==> src/rtl/dot_scan_pkg.sv <==
// Shared definitions for the dot-matrix scanner.
// Provides the cell-code enum, glyph line patterns and a helper that returns the
// number of logical display lines a BOARD_N x BOARD_N board occupies.
// Optional feature macro used by the scanner: DOT_SCAN_CURSOR_EN.
package dot_scan_pkg;

    typedef enum logic [1:0] {
        CELL_EMPTY = 2'd0,
        CELL_X     = 2'd1,
        CELL_O     = 2'd2,
        CELL_BLANK = 2'd3
    } cell_code_e;

    // Glyph rows, bit 2 = leftmost pixel. X and O share edge/middle rows inverted.
    localparam logic [2:0] GLYPH_NONE   = 3'b000;
    localparam logic [2:0] GLYPH_X_EDGE = 3'b101;
    localparam logic [2:0] GLYPH_X_MID  = 3'b010;
    localparam logic [2:0] GLYPH_O_EDGE = 3'b010;
    localparam logic [2:0] GLYPH_O_MID  = 3'b101;

    // Each cell is 3 lines plus a 1-line gap; the final gap is not displayed.
    function automatic int line_width(input int board_n);
        return 4 * board_n - 1;
    endfunction

    // One 3-pixel glyph row for a cell code; sub-line 3 is the inter-cell gap.
    function automatic logic [2:0] glyph_line(input logic [1:0] code, input logic [1:0] sub);
        logic [2:0] g;
        g = GLYPH_NONE;
        case (cell_code_e'(code))
            CELL_X:  g = (sub == 2'd1) ? GLYPH_X_MID : GLYPH_X_EDGE;
            CELL_O:  g = (sub == 2'd1) ? GLYPH_O_MID : GLYPH_O_EDGE;
            default: g = GLYPH_NONE;
        endcase
        if (sub == 2'd3) begin
            g = GLYPH_NONE;
        end
        return g;
    endfunction

endpackage

==> src/rtl/dot_line_render.sv <==
// Combinational renderer: turns a board snapshot and a logical line number into
// the pixel pattern for one physical display row.
// Ports:
//   cells_i      board snapshot, cell (r,c) at [2*(r*BOARD_N+c) +: 2]
//   line_i       logical line (physical row + shift), no wrap
//   cursor_on_i  invert the cursor cell glyph on this line
//   cursor_idx_i cursor cell index r*BOARD_N+c; out-of-range selects nothing
//   pixels_o     COLS-bit row, cell c at [4*(BOARD_N-1-c) +: 3]
module dot_line_render
    import dot_scan_pkg::*;
#(
    parameter int BOARD_N = 3,
    parameter int COLS    = 14,
    parameter int LW      = 5,
    parameter int CIW     = 4
) (
    input  logic [2*BOARD_N*BOARD_N-1:0] cells_i,
    input  logic [LW-1:0]                line_i,
    input  logic                         cursor_on_i,
    input  logic [CIW-1:0]               cursor_idx_i,
    output logic [COLS-1:0]              pixels_o
);

    localparam int LINE_W = line_width(BOARD_N);

    logic [1:0] sub;
    logic [2:0] glyph;

    assign sub = line_i[1:0];

    always_comb begin
        pixels_o = '0;
        glyph    = '0;
        if (32'(line_i) < LINE_W) begin
            for (int r = 0; r < BOARD_N; r++) begin
                for (int c = 0; c < BOARD_N; c++) begin
                    if ((32'(line_i) >> 2) == 32'(r)) begin
                        glyph = glyph_line(cells_i[2*(r*BOARD_N+c) +: 2], sub);
                        // Gap lines stay dark even under the cursor.
                        if (cursor_on_i && sub != 2'd3 &&
                            32'(cursor_idx_i) == 32'(r*BOARD_N+c)) begin
                            glyph = ~glyph;
                        end
                        pixels_o[4*(BOARD_N-1-c) +: 3] = glyph;
                    end
                end
            end
        end
    end

endmodule

==> src/rtl/dot_matrix_scanner.sv <==
// Row-scanning dot-matrix driver. Steps one physical row every ROW_DIV clocks,
// snapshots the board when the scan wraps to row 0 so a frame never tears, and
// drives registered one-hot row select plus rendered column data.
// Optional feature: define DOT_SCAN_CURSOR_EN for a blinking cursor cell
// (adds cursor_en / cursor_idx ports and per-frame blink state).
// Ports:
//   clk, rst      clock; asynchronous active-high reset
//   board         2-bit cell codes, sampled only at row wrap
//   row_shift     logical-line offset, sampled at each row tick
//   cursor_en     cursor visible (cursor build)
//   cursor_idx    cursor cell r*BOARD_N+c (cursor build)
//   dot_row       one-hot active row
//   dot_col       pixels of active row, 1 = lit
//   frame_start   one-cycle pulse when row 0 is loaded
module dot_matrix_scanner
    import dot_scan_pkg::*;
#(
    parameter int BOARD_N      = 3,
    parameter int ROWS         = 10,
    parameter int COLS         = 14,
    parameter int ROW_DIV      = 12500,
    parameter int BLINK_FRAMES = 8
) (
    input  logic                                 clk,
    input  logic                                 rst,
    input  logic [2*BOARD_N*BOARD_N-1:0]         board,
    input  logic [$clog2(ROWS)-1:0]              row_shift,
`ifdef DOT_SCAN_CURSOR_EN
    input  logic                                 cursor_en,
    input  logic [$clog2(BOARD_N*BOARD_N)-1:0]   cursor_idx,
`endif
    output logic [ROWS-1:0]                      dot_row,
    output logic [COLS-1:0]                      dot_col,
    output logic                                 frame_start
);

    localparam int RW  = $clog2(ROWS);
    localparam int LW  = RW + 1;
    localparam int PW  = $clog2(ROW_DIV);
    localparam int CIW = $clog2(BOARD_N*BOARD_N);
    localparam int NB  = 2*BOARD_N*BOARD_N;

    logic [PW-1:0]   presc_q, presc_d;
    logic [RW-1:0]   idx_q, idx_d;
    logic [NB-1:0]   shadow_q, shadow_d;
    logic [ROWS-1:0] dot_row_q, dot_row_d;
    logic [COLS-1:0] dot_col_q, dot_col_d;
    logic            frame_start_q, frame_start_d;

    logic            tick;
    logic            wrap;
    logic [LW-1:0]   line;
    logic [COLS-1:0] pixels;
    logic            cursor_on;
    logic [CIW-1:0]  cursor_sel;

    always_comb begin
        tick          = (presc_q == PW'(ROW_DIV - 1));
        wrap          = tick && (idx_q == RW'(ROWS - 1));
        presc_d       = tick ? '0 : presc_q + 1'b1;
        idx_d         = idx_q;
        if (tick) begin
            idx_d = wrap ? '0 : idx_q + 1'b1;
        end
        // Row 0 must render from the board captured this very cycle.
        shadow_d      = wrap ? board : shadow_q;
        line          = LW'(idx_d) + LW'(row_shift);
        dot_row_d     = tick ? (ROWS'(1) << idx_d) : dot_row_q;
        dot_col_d     = tick ? pixels : dot_col_q;
        frame_start_d = wrap;
    end

`ifdef DOT_SCAN_CURSOR_EN
    localparam int FW = (BLINK_FRAMES > 1) ? $clog2(BLINK_FRAMES) : 1;

    logic [FW-1:0] frame_q, frame_d;
    logic          phase_q, phase_d;

    always_comb begin
        frame_d = frame_q;
        phase_d = phase_q;
        if (wrap) begin
            if (frame_q == FW'(BLINK_FRAMES - 1)) begin
                frame_d = '0;
                phase_d = ~phase_q;
            end else begin
                frame_d = frame_q + 1'b1;
            end
        end
    end

    always_ff @(posedge clk or posedge rst) begin
        if (rst) begin
            frame_q <= '0;
            phase_q <= 1'b0;
        end else begin
            frame_q <= frame_d;
            phase_q <= phase_d;
        end
    end

    // New-frame phase so the whole frame, row 0 included, blinks together.
    assign cursor_on  = cursor_en & phase_d;
    assign cursor_sel = cursor_idx;
`else
    assign cursor_on  = 1'b0;
    assign cursor_sel = '0;
`endif

    dot_line_render #(
        .BOARD_N (BOARD_N),
        .COLS    (COLS),
        .LW      (LW),
        .CIW     (CIW)
    ) u_render (
        .cells_i      (shadow_d),
        .line_i       (line),
        .cursor_on_i  (cursor_on),
        .cursor_idx_i (cursor_sel),
        .pixels_o     (pixels)
    );

    // Index resets to the last row so the first tick wraps and loads row 0.
    always_ff @(posedge clk or posedge rst) begin
        if (rst) begin
            presc_q       <= '0;
            idx_q         <= RW'(ROWS - 1);
            shadow_q      <= '0;
            dot_row_q     <= '0;
            dot_col_q     <= '0;
            frame_start_q <= 1'b0;
        end else begin
            presc_q       <= presc_d;
            idx_q         <= idx_d;
            shadow_q      <= shadow_d;
            dot_row_q     <= dot_row_d;
            dot_col_q     <= dot_col_d;
            frame_start_q <= frame_start_d;
        end
    end

    assign dot_row     = dot_row_q;
    assign dot_col     = dot_col_q;
    assign frame_start = frame_start_q;

endmodule

==> config.mk <==
export PLATFORM = sky130hd
export DESIGN_NAME = dot_matrix_scanner
export DESIGN_NICKNAME = d
export VERILOG_FILES = /design/src/rtl/dot_scan_pkg.sv /design/src/rtl/dot_line_render.sv /design/src/rtl/dot_matrix_scanner.sv
export SDC_FILE = /design/constraint.sdc
export NUM_CORES = 1
export LEC_CHECK = 0
export CAP_MARGIN = 20
export CORE_ASPECT_RATIO = 1.1
export CORE_MARGIN = 2
export CORE_UTILIZATION = 35
export DETAILED_ROUTE_END_ITERATION = 10
export GPL_TIMING_DRIVEN = 1
export MAX_ROUTING_LAYER = met4
export PLACE_DENSITY_LB_ADDON = 0.12
export SLEW_MARGIN = 20
export SYNTH_ARGS = -nofsm -noshare
export SYNTH_HDL_FRONTEND = slang
export SYNTH_SLANG_ARGS = --single-unit
==> constraint.sdc <==
create_clock -name clk -period 9.1 [get_ports clk]
set_input_delay 1.82 -clock clk [delete_from_list [all_inputs] [get_ports clk]]
set_output_delay 1.82 -clock clk [all_outputs]
set_load 0.05 [all_outputs]
Word-level counts from Yosys, hierarchy flattened
Index checks and enable logic that the tools add are counted.
W data, S select, Z words.
Operators by class
  add/subtract/negate cells: 3
  shift operators: 1
  multiplexer cells: 36
  magnitude comparators: 1
  reductions and logical operators: 2
  equality and inequality tests: 24
Operators by type and width (number)
  $mux W3: 23
  $pmux W3 S2: 9
  $logic_not A32 Y1: 1
  $eq A2 B1 Y1 const B: 10
  $eq A2 B2 Y1 const B: 10
  $mux W18: 1
  $add A14 B1 Y14 const B: 1
  $eq A14 B14 Y1 const B: 1
  $mux W14: 1
  $shl A1 B4 Y10 const A: 1
  $mux W4: 2
  $add A4 B4 Y5: 1
  $lt A5 B4 Y1 const B: 1
  $add A4 B1 Y4 const B: 1
  $eq A4 B4 Y1 const B: 1
  $eq A3 B1 Y1 const B: 1
  $eq A3 B2 Y1 const B: 1
  $logic_and A1 B1 Y1: 1
Storage, ports and cells
  word-level logic and storage cells: 73
  register bits: 56
  output and inout bits: 25
  input port bits: 24

Longest topological paths before layout
  depth in word-level cells: 13
  gate-level depth with buffers: 17
  gate-level depth less buffers: 15

Modules after synthesis
Synthesis repeated with hierarchy kept, for this count alone.
Unflattened totals
  cells, all modules: 358
  area total of the unflattened synthesis: 3519.6 sq um
Modules (own cells, without submodules)
  dot_matrix_scanner: instances 1, cells an instance 252, sequential area each 1529.0 sq um, area an instance 2778.9 sq um
  dot_line_render: instances 1, cells an instance 106, sequential area each 0.0 sq um, area an instance 740.7 sq um

Worst setup path before layout
Ideal clock, no wire load.
  path type: input-to-reg
  from: input row_shift[0]
  to: register dot_col_q[2] (netlist: dot_col[2])
  setup time: 0.139 ns
  data required time: 8.961 ns
  stages: 10
  arrival time: 3.621 ns
  slack: 5.340 ns
  cells stage by stage: ha_1 fa_1 nor2_1 nand2_1 a21oi_1 and2_1 buf_1 o221ai_1 a22oi_1 a41oi_1
On the way
  longest elaborated chain between the ends: 9
  elaborated cells between the ends (all ways): 19
Ends and longest elaborated chain
  start: declaration: line dot_matrix_scanner.sv:27  | input logic [$clog2(ROWS)-1:0] row_shift,
  $add A4 B4 Y5 (*): line dot_matrix_scanner.sv:67  | line = LW'(idx_d) + LW'(row_shift);
  $eq A2 B1 Y1: line dot_scan_pkg.sv:31, dot_scan_pkg.sv:32
  $mux W3 (on tied branches): line dot_scan_pkg.sv:32, dot_scan_pkg.sv:31
  $pmux W3 S2: line dot_scan_pkg.sv:30  | case (cell_code_e'(code))
  $mux W3: line dot_scan_pkg.sv:35  | if (sub == 2'd3) begin
  $mux W3 (3 in a row): line dot_line_render.sv:37  | if ((32'(line_i) >> 2) == 32'(r)) begin
  $mux W3 (*): line dot_line_render.sv:34  | if (32'(line_i) < LINE_W) begin
  end signal: assignment: line dot_matrix_scanner.sv:137  | dot_col_q <= dot_col_d;
  end: declaration: line dot_matrix_scanner.sv:47  | logic [COLS-1:0] dot_col_q, dot_col_d;
Mark *: on every way between the ends. The rest lies on a longest branch, timed or not.
A chain may end at the register's enable or synchronous reset.

Worst setup path after layout
  from: register presc_q[0]
  to: register dot_col_q[6] (netlist: dot_col[6])
On the way
  longest elaborated chain between the ends: 13
  elaborated cells between the ends (all ways): 30
Ends and longest elaborated chain
  start: declaration: line dot_matrix_scanner.sv:43  | logic [PW-1:0] presc_q, presc_d;
  start signal: assignment: line dot_matrix_scanner.sv:133  | presc_q <= presc_d;
  $eq A14 B14 Y1 (*): line dot_matrix_scanner.sv:58  | tick = (presc_q == PW'(ROW_DIV - 1));
  $logic_and A1 B1 Y1: line dot_matrix_scanner.sv:59  | wrap = tick && (idx_q == RW'(ROWS - 1));
  $mux W4: line dot_matrix_scanner.sv:63  | idx_d = wrap ? '0 : idx_q + 1'b1;
  $mux W4 (*): line dot_matrix_scanner.sv:62  | if (tick) begin
  named net idx_d[1]: line dot_matrix_scanner.sv:44  | logic [RW-1:0] idx_q, idx_d;
  $add A4 B4 Y5 (*): line dot_matrix_scanner.sv:67
  $eq A2 B1 Y1: line dot_scan_pkg.sv:31, dot_scan_pkg.sv:32
  $mux W3 (on tied branches): line dot_scan_pkg.sv:32, dot_scan_pkg.sv:31
  $pmux W3 S2: line dot_scan_pkg.sv:30
  $mux W3: line dot_scan_pkg.sv:35
  $mux W3 (3 in a row): line dot_line_render.sv:37
  $mux W3 (*): line dot_line_render.sv:34
Mark *: on every way through the listed nets, which the timed path passes. The rest lies on a longest branch.

==> metrics <==
CTS tree yes; CTS resizes 0; Worst Tran Pin Value slightly below 800 ps; wire per inst between 15 and 20 um; post-synth cell types 61; part of the power in the clock network 0.387; Reg clk slew, reported paths 100 ps; Clock Path Buffers 2; startpoint types flip-flop; Congestion Overflow GR 0; post-route insts no fill around 530; total clock buffers created by CTS 5; main flop type after synthesis dfrtp_1; Comb power frac 0.084; status complete, no violations; # Post-CTS Setup Buffers 0; post-synth top area cell dfrtp_1; count leader, synth nand2_1; number of synthesized flops with an enable pin 0; fin nets ~450; Total Routing Usage GR 0.1699; GPL Wtd Cong slightly above 0.9; area of the multi-input gates approximately 1700 um^2; NetSw ~110 uW; Sw Share 0.2369; Yosys reg bits 53; Post-Syn Area ~3300 um^2; clk_lat worst skew between 300 and 400 ps; cell row count 36; Post-DP HPWL 5.810 mm; kind of critical path reg2reg; Ys Warns 0; global-route wire length before repair 13.13 mm; Hold Path Class reg2reg; antenna viol nets, final 0; clock skew roughly 5.2 ps; Hold Crit Start dot_row[5]; antenna violations before repair 0; Hold Vio Cnt, Final 0; static leakage around 1.6 nW; die height around 110 um; Critical Path Start presc_q[0]; First-pass DRT Iterations 4; Port Buffer Count 43; Antenna Cells 0; Clock Sinks 53; Sequential Power Share 0.529; Post-DP Area 3730 um^2; num ports 49; Avg Synthesized Cell Area roughly 8.6 um^2; largest net degree at the start of global routing 54; full die area 10080 um^2; Starting DRT DRC Count 110; worst path required time a little over 9000 ps; minimum clock period 4742 ps; Gate Count Post-Synth 380; vias per cell 5.337; Die X roughly 96 um; register area share after synthesis 0.4086; layout cells sized above 1 0.04831; Slew Limit Headroom 0.4679; hold_buf cts 0; Synth top area share 0.3925; Post-Route Setup TNS 0 ps; internal cell power 339.9 uW; final-layout fill cell count about 900; Fmax approximately 210 MHz; RSZ-0062 raised after global routing false; final WL slightly above 8 mm; P&R area growth vs syn 18.39%; share of synthesized registers carrying an async set or reset 1.000; pwr/cell area between 100 and 150 nW/um^2; Final setup viols 0; vias roughly 2.8k; Area contributors post-synth dfrtp_1, nand2_1, o21ai_0, ha_1, nor3b_1; Initial Utilization 0.3628; vias in the first global route roughly 2.6k; Max VDD drop approximately 0.057 mV; Critical Path End Type flip-flop; worst reg2reg startpoint presc_q[0]; root buf cell clkbuf_8; Final Cell Area just under 4000 um^2; Placed Cells incl. Taps 520; Max Cap Violations 0; final worst-path cycle share 0.5211; Residual DRC 0; Critical Path AT 4940 ps; synth cell count leaders nand2_1, dfrtp_1, o21ai_0; Register Area 1329 um^2; pre-CTS WS around 4200 ps; H-tree Lvls 2; Core Region ~9000 um^2; max-slew violations 0; crit path max fanout 13; post-route worst setup slack 4358 ps
## area by class of cell
| cell class | instances | area share |
|---|---|---|
| clock buffer | 6 | 0.02145 |
| clock inverter | 2 | 0.009750 |
| inverter | 12 | 0.01170 |
| multi-input combinational | 293 | 0.4534 |
| sequential | 53 | 0.3451 |
| tap | 114 | 0.03705 |
| timing repair buffer | 48 | 0.1215 |
## metal layers
metal,wire (um),vias up,GRT usage
li1,-,1392,-
met1,3636,1351,0.2183
met2,4002,64,0.2807
met3,261,11,0.02163
met4,152,0,0.04490
met5,0,-,-
## path summary, 6_finish.rpt
check                               endpoint  slack [ps]  cells past startpoint
max in group asynchronous           idx_q[2]        6660                      3
worst min register to register    dot_row[5]         490                      2
worst max-delay path              dot_col[6]        4360                     13
worst min-delay path              dot_row[5]         490                      2
min in group asynchronous       shadow_q[14]        2010                      3
worst max register to register    dot_col[6]        4360                     13
## per-stage QoR
| stage | utilization | total power, mW | hold slack, ps |
|---|---|---|---|
| after floorplan | - | 0.2623 | 444.1 |
| after global placement | 0.4161 | 0.2781 | 465.7 |
| after detailed placement | 0.4161 | 0.2783 | 469.7 |
| after CTS | 0.4295 | 0.4525 | 493.3 |
| after global routing | 0.4295 | 0.4646 | 520.5 |
| final | 0.4295 | 0.4454 | 488.7 |
## cell families after synthesis
family	share of synthesized area
compound gates	0.1843
xor+xnor	0.04040
fa+ha+maj	0.03309
buf+inv	0.05925
flops	0.4086
mux	0.003078
other cells	0.001153
simple gates	0.2701
## sequential cells by signal, summed over array words and instances, names as in the netlist
register	cells
presc_q	14
frame_start	1
dot_col	6
dot_row	10
shadow_q	18
idx_q	4
## worst max-delay path, stage by stage, from the launching register on
cell and delay, ps:
dfrtp_1 450, ha_1 330, nor4b_2 320, nand4_1 510, nand2_1 220, o31a_1 220, inv_1 140, fa_1 480
xor2_1 640, nand2_1 140, nor4_1 630, o311ai_0 310, nand3_1 170, o21ai_1 70
## cell usage in the layout, fill, tap and decap left out, drive strengths merged, types with 3 or more instances in the layout
| master | instances |
|---|---|
| nor2 | 19 |
| nand4 | 3 |
| nand3 | 14 |
| clkbuf | 6 |
| xnor2 | 8 |
| inv | 12 |
| o211ai | 4 |
| o21ai | 31 |
| buf | 5 |
| a21oi | 14 |
| and2 | 4 |
| o221ai | 5 |
| xor2 | 7 |
| nor4b | 3 |
| nand2b | 11 |
| nand2 | 77 |
| a211oi | 3 |
| a41oi | 3 |
| o31ai | 4 |
| clkdlybuf4s50 | 43 |
| ha | 7 |
| a31oi | 5 |
| nor3b | 10 |
| nand3b | 8 |
| or3 | 6 |
| o22ai | 3 |
| conb | 5 |
| o31a | 5 |
| nor2b | 6 |
| dfrtp | 51 |
## power by group through the flow
stage,clock network [mW],logic [mW],registers [mW]
global route,0.188,0.0413,0.236
finish,0.172,0.0374,0.236
detailed placement,0,0.0380,0.240
floorplan,0,0.0211,0.241
global placement,0,0.0378,0.240
CTS,0.179,0.0380,0.236
Note: power is estimated with default switching activity, not from simulation.
